$ cat src/rtl/opram_pkg.sv
// Shared constants and types for the operand RAM arbiter.
package opram_pkg;
  localparam int OPRAM_ADDR_W = 3;
  localparam int OPRAM_DATA_W = 8;
  localparam int OPRAM_DEPTH  = 8;

  typedef enum logic [1:0] {S_RST, S_INIT, S_RUN} state_t;

  localparam int REQ_CORE = 0;
  localparam int REQ_HOST = 1;
endpackage

$ cat src/rtl/opram_rr_arb2.sv
// Two-way round-robin arbiter: combinational grant, priority flips to the
// requester not granted most recently; no grants while accept is low.
module opram_rr_arb2
  import opram_pkg::*;
(
  input  logic       clk,
  input  logic       reset_n,
  input  logic [1:0] req,
  input  logic       accept,
  output logic [1:0] gnt
);

  logic prefer_host;  // 1 = host wins a tie

  always_comb begin
    gnt = 2'b00;
    if (accept) begin
      if (req[REQ_CORE] && (!req[REQ_HOST] || !prefer_host)) begin
        gnt[REQ_CORE] = 1'b1;
      end else if (req[REQ_HOST]) begin
        gnt[REQ_HOST] = 1'b1;
      end
    end
  end

  always_ff @(posedge clk or negedge reset_n) begin
    if (!reset_n) begin
      prefer_host <= 1'b0;
    end else if (gnt[REQ_CORE]) begin
      prefer_host <= 1'b1;
    end else if (gnt[REQ_HOST]) begin
      prefer_host <= 1'b0;
    end
  end

endmodule

$ cat src/rtl/opram_arbiter.sv
// Shares the single-port operand RAM between core and host; optional clear after reset.
// Grant in the request cycle, read data one cycle later; requests are held until granted.
module opram_arbiter
  import opram_pkg::*;
#(
  parameter int              ADDR_W     = OPRAM_ADDR_W,
  parameter int              DATA_W     = OPRAM_DATA_W,
  parameter int              DEPTH      = OPRAM_DEPTH,
  parameter bit              INIT_CLEAR = 1'b1,
  parameter logic [DATA_W-1:0] INIT_VALUE = '0
) (
  input  logic              clk,
  input  logic              reset_n,
  output logic              init_done,
  input  logic              r0_req,
  input  logic              r0_we,
  input  logic [ADDR_W-1:0] r0_addr,
  input  logic [DATA_W-1:0] r0_wdata,
  output logic              r0_gnt,
  output logic              r0_rvalid,
  input  logic              r1_req,
  input  logic              r1_we,
  input  logic [ADDR_W-1:0] r1_addr,
  input  logic [DATA_W-1:0] r1_wdata,
  output logic              r1_gnt,
  output logic              r1_rvalid,
  output logic [DATA_W-1:0] rdata,
  output logic              ram_ce,
  output logic              ram_wre,
  output logic [ADDR_W-1:0] ram_ad,
  output logic [DATA_W-1:0] ram_din,
  output logic              ram_oce,
  output logic              ram_reset,
  input  logic [DATA_W-1:0] ram_dout
);

  state_t            state;
  logic [ADDR_W-1:0] clr_cnt;
  logic [1:0]        gnt;

  always_ff @(posedge clk or negedge reset_n) begin
    if (!reset_n) begin
      state     <= S_RST;
      clr_cnt   <= '0;
      init_done <= 1'b0;
    end else begin
      case (state)
        S_RST: begin
          clr_cnt <= '0;
          if (INIT_CLEAR) begin
            state <= S_INIT;
          end else begin
            state     <= S_RUN;
            init_done <= 1'b1;
          end
        end
        S_INIT: begin
          clr_cnt <= clr_cnt + 1'b1;
          if (clr_cnt == ADDR_W'(DEPTH - 1)) begin
            state     <= S_RUN;
            init_done <= 1'b1;
          end
        end
        S_RUN:   init_done <= 1'b1;
        default: state <= S_RST;
      endcase
    end
  end

  opram_rr_arb2 u_arb (
    .clk     (clk),
    .reset_n (reset_n),
    .req     ({r1_req, r0_req}),
    .accept  (state == S_RUN),
    .gnt     (gnt)
  );

  assign r0_gnt = gnt[REQ_CORE];
  assign r1_gnt = gnt[REQ_HOST];

  always_comb begin
    ram_ce  = 1'b0;
    ram_wre = 1'b0;
    ram_ad  = '0;
    ram_din = '0;
    if (state == S_INIT) begin
      ram_ce  = 1'b1;
      ram_wre = 1'b1;
      ram_ad  = clr_cnt;
      ram_din = INIT_VALUE;
    end else if (gnt[REQ_CORE]) begin
      ram_ce  = 1'b1;
      ram_wre = r0_we;
      ram_ad  = r0_addr;
      ram_din = r0_wdata;
    end else if (gnt[REQ_HOST]) begin
      ram_ce  = 1'b1;
      ram_wre = r1_we;
      ram_ad  = r1_addr;
      ram_din = r1_wdata;
    end
  end

  // The RAM output is unregistered in bypass mode, so only the flag is pipelined.
  always_ff @(posedge clk or negedge reset_n) begin
    if (!reset_n) begin
      r0_rvalid <= 1'b0;
      r1_rvalid <= 1'b0;
    end else begin
      r0_rvalid <= gnt[REQ_CORE] & ~r0_we;
      r1_rvalid <= gnt[REQ_HOST] & ~r1_we;
    end
  end

  assign rdata     = ram_dout;
  assign ram_oce   = 1'b1;
  assign ram_reset = 1'b0;

endmodule

$ cat config.mk
export PLATFORM = sky130hd
export DESIGN_NAME = opram_arbiter
export DESIGN_NICKNAME = d
export VERILOG_FILES = /design/src/rtl/opram_pkg.sv /design/src/rtl/opram_rr_arb2.sv /design/src/rtl/opram_arbiter.sv
export SDC_FILE = /design/constraint.sdc
export NUM_CORES = 1
export LEC_CHECK = 0
export ABC_AREA = 1
export CORE_MARGIN = 2
export CORE_UTILIZATION = 26
export CTS_BUF_LIST = sky130_fd_sc_hd__clkbuf_16
export DETAILED_ROUTE_END_ITERATION = 7
export PLACE_DENSITY_LB_ADDON = 0.12
export REMOVE_ABC_BUFFERS = 1
export SKIP_LAST_GASP = 1
export SLEW_MARGIN = 20
export SYNTH_ARGS = -nofsm -noshare
export SYNTH_HDL_FRONTEND = slang
export SYNTH_SLANG_ARGS = --single-unit
$ cat constraint.sdc
create_clock -name clk -period 1.6 [get_ports clk]
set_input_delay 0.32 -clock clk [delete_from_list [all_inputs] [get_ports clk]]
set_output_delay 0.32 -clock clk [all_outputs]
set_load 0.02 [all_outputs]
==> impl_metrics.json <==
{
  "setup_viol": 12,
  "maxCapViolCount": 0,
  "htreeDepth": 1,
  "grt_pass1_vias": 721,
  "rows": 18,
  "whs_ps": 390,
  "power.leakage_nw": 0.689,
  "worstPathArrival_ps": 1350,
  "synth-simple-area-share": 0.392,
  "outcome": "complete, but fails checks",
  "overflow": 0,
  "hold_viol": 0,
  "die_h_um": 54.6,
  "antenna_left": 0,
  "path_clk_slew_ps": 40,
  "reg2reg_from": "clr_cnt[0]",
  "drive_gt1_frac": 0.456,
  "synth_fa_ha_area_frac": 0.0377,
  "ys_ff_latch": 9,
  "grt_setup_unrepaired": "true",
  "synth_top_family_by_area": "simple AND/OR/NAND/NOR gates",
  "wl_per_cell_um": 13.1,
  "switching_share": 0.258,
  "grt_max_degree": 10,
  "cp_max_fo": 6,
  "coreArea_sq_um": 2450,
  "failed_checks": "negative setup slack",
  "yosysSeqAreaShare": 0.339,
  "drtIter0Drc": 5,
  "io_buffers": 45,
  "clock_sinks": 9,
  "power.internal_mw": 0.730,
  "syn_inst": 91,
  "syn_to_final_growth_pct": 113,
  "synth_xor_area_frac": 0,
  "numCtsBuffers": 3,
  "p_seq_frac": 0.241,
  "dr.pass1.iters": 3,
  "totalWireLength_mm": 2.32,
  "netlist_area_sq_um": 664,
  "final_cell_mix": "28 x clkdlybuf4s50_1, 18 x nand2_1, 18 x buf_4",
  "fin_nets": 186,
  "cts_tree": "built",
  "synth_compound_area_frac": 0.0490,
  "fmax_mhz": 598,
  "pin_count": 64,
  "fill_cells": 231,
  "comb_power_share": 0.329,
  "register_area_sq_um": 226,
  "fp.dieW_um": 54.6,
  "antenna_cells": 0,
  "fin_ws_ps": -71.0,
  "path_class": "reg2out",
  "dieArea_sq_um": 2980,
  "multi_input_area_sq_um": 447,
  "clkPwrFrac": 0.430,
  "ctsLongestPathBuffers": 2,
  "vias": 800,
  "powerDensity_nw_per_um2": 695,
  "tns_ps": -619,
  "total_power_mw": 0.984,
  "clk_latency_ps": 230,
  "worstPathRequired_ps": 1280,
  "vdd_drop_max_mv": 0.769,
  "cp-start-kind": "flip-flop",
  "crit_path_end_kind": "primary output",
  "placed_area_sq_um": 1170,
  "yosys.cell_types.count": 19,
  "syn_area_per_cell_sq_um": 7.30,
  "drc_errors": 0,
  "antenna_found_initial": 0,
  "grt.total_usage": 0.150,
  "dp_hpwl_mm": 1.75,
  "start_util": 0.271,
  "finalCritPeriodShare": 1.04,
  "root_buffer": "clkbuf_16",
  "yosysWarningCount": 0,
  "switchingPower_mw": 0.254,
  "layout_min_cycle_time_ps": 1670,
  "grt_pass1_wl_mm": 3.32,
  "crit_start": "state[0]",
  "final_common_cell": "clkdlybuf4s50_1",
  "drv_slew": 0,
  "vias_per_cell": 4.52,
  "fin_skew_ps": 1.34,
  "muxShareOfSynthArea": 0,
  "hold_path.class": "in2async",
  "final_area_sq_um": 1420,
  "gp_congestion": 0.679
}
[Yosys cell counts]
library cell	n	area share
nand2_1	26	0.15
nand3_1	17	0.13
buf_4	10	0.11
dfrtp_1	9	0.34
inv_1	5	0.028
nand4_1	4	0.038
nor2_1	3	0.017
a22o_1	2	0.026
conb_1	2	0.011
ha_1	2	0.038
nor2_4	2	0.034
o21ai_0	2	0.015
a21oi_1	1	0.0075
buf_2	1	0.0075
buf_6	1	0.017
inv_2	1	0.0056
nand2_2	1	0.0094
nor2_2	1	0.0094
or2_1	1	0.0094
[worst paths after layout]
kind | slack, ps | cells after the start | end
min in group clk | 460 | 1 | init_done
worst min-delay path | 390 | 1 | state[0]
max in group asynchronous | 900 | 1 | state[1]
worst max-delay path | -70 | 7 | ram_din[7]
worst min register to register | 460 | 1 | init_done
worst max register to register | 360 | 5 | init_done
[power groups by stage]
stage / logic, mW / registers, mW / clock network [mW]
2_1_floorplan: 0.105 / 0.242 / 0
3_3_place_gp: 0.285 / 0.239 / 0
3_5_place_dp: 0.286 / 0.240 / 0
4_1_cts: 0.310 / 0.237 / 0.434
5_1_grt: 0.347 / 0.238 / 0.447
6_report: 0.324 / 0.237 / 0.423
[critical path, stage by stage (launching register included)]
cell	delay [ps]
dfrtp_1	380
inv_2	80
nand2_4	60
nor2_4	190
buf_6	160
nand3_2	70
nand2_2	80
buf_6	110
[what timing repair did]
action | in CTS | in global routing
cloned | 1 | 0
setup buffers | 3 | 1
pin swaps | 8 | 8
setup endpoints to repair | 15 | 15
gates resized for setup | 106 | 14
hold buffers | 0 | 0
[registers in the layout, indices dropped and copies added (netlist names)]
register,flops
clr_cnt,3
state,2
init_done,1
r0_rvalid,1
r1_rvalid,1
u_arb.prefer_host,1
[per-stage QoR]
step / setup WS, ps / utilization / instances
after floorplan: -8.82 / - / 79
after global placement: -699 / 0.475 / 168
after detailed placement: -751 / 0.475 / 168
after CTS: -96.1 / 0.552 / 176
after global routing: -153 / 0.577 / 177
final: -71.0 / 0.577 / 177
[logic make-up (layout without fill, tap and decap cells)]
kind of cell	after synthesis	count (layout)
other	2	2
adder cells (fa/ha/maj)	2	2
AO/OA/AOI/OAI	5	5
buffers and inverters	18	73
flip-flops	9	9
AND/OR/NAND/NOR	55	56
[final cells by class]
cell class / count / area share
clock inverters: 1 / 0.00265
well taps: 30 / 0.0265
flip-flops and latches: 9 / 0.160
inverters: 6 / 0.0159
repair buffers: 63 / 0.427
multi-input cells: 65 / 0.315
clock buffers: 3 / 0.0530
[per-layer routing]
layer  track usage  share of wire  wire length, um
met1         0.207           0.43             1010
met2         0.231           0.47             1100
met3        0.0383          0.086              200
met4        0.0375         0.0069               16
met5             0              0                0
(Power assumes the default switching activity.)
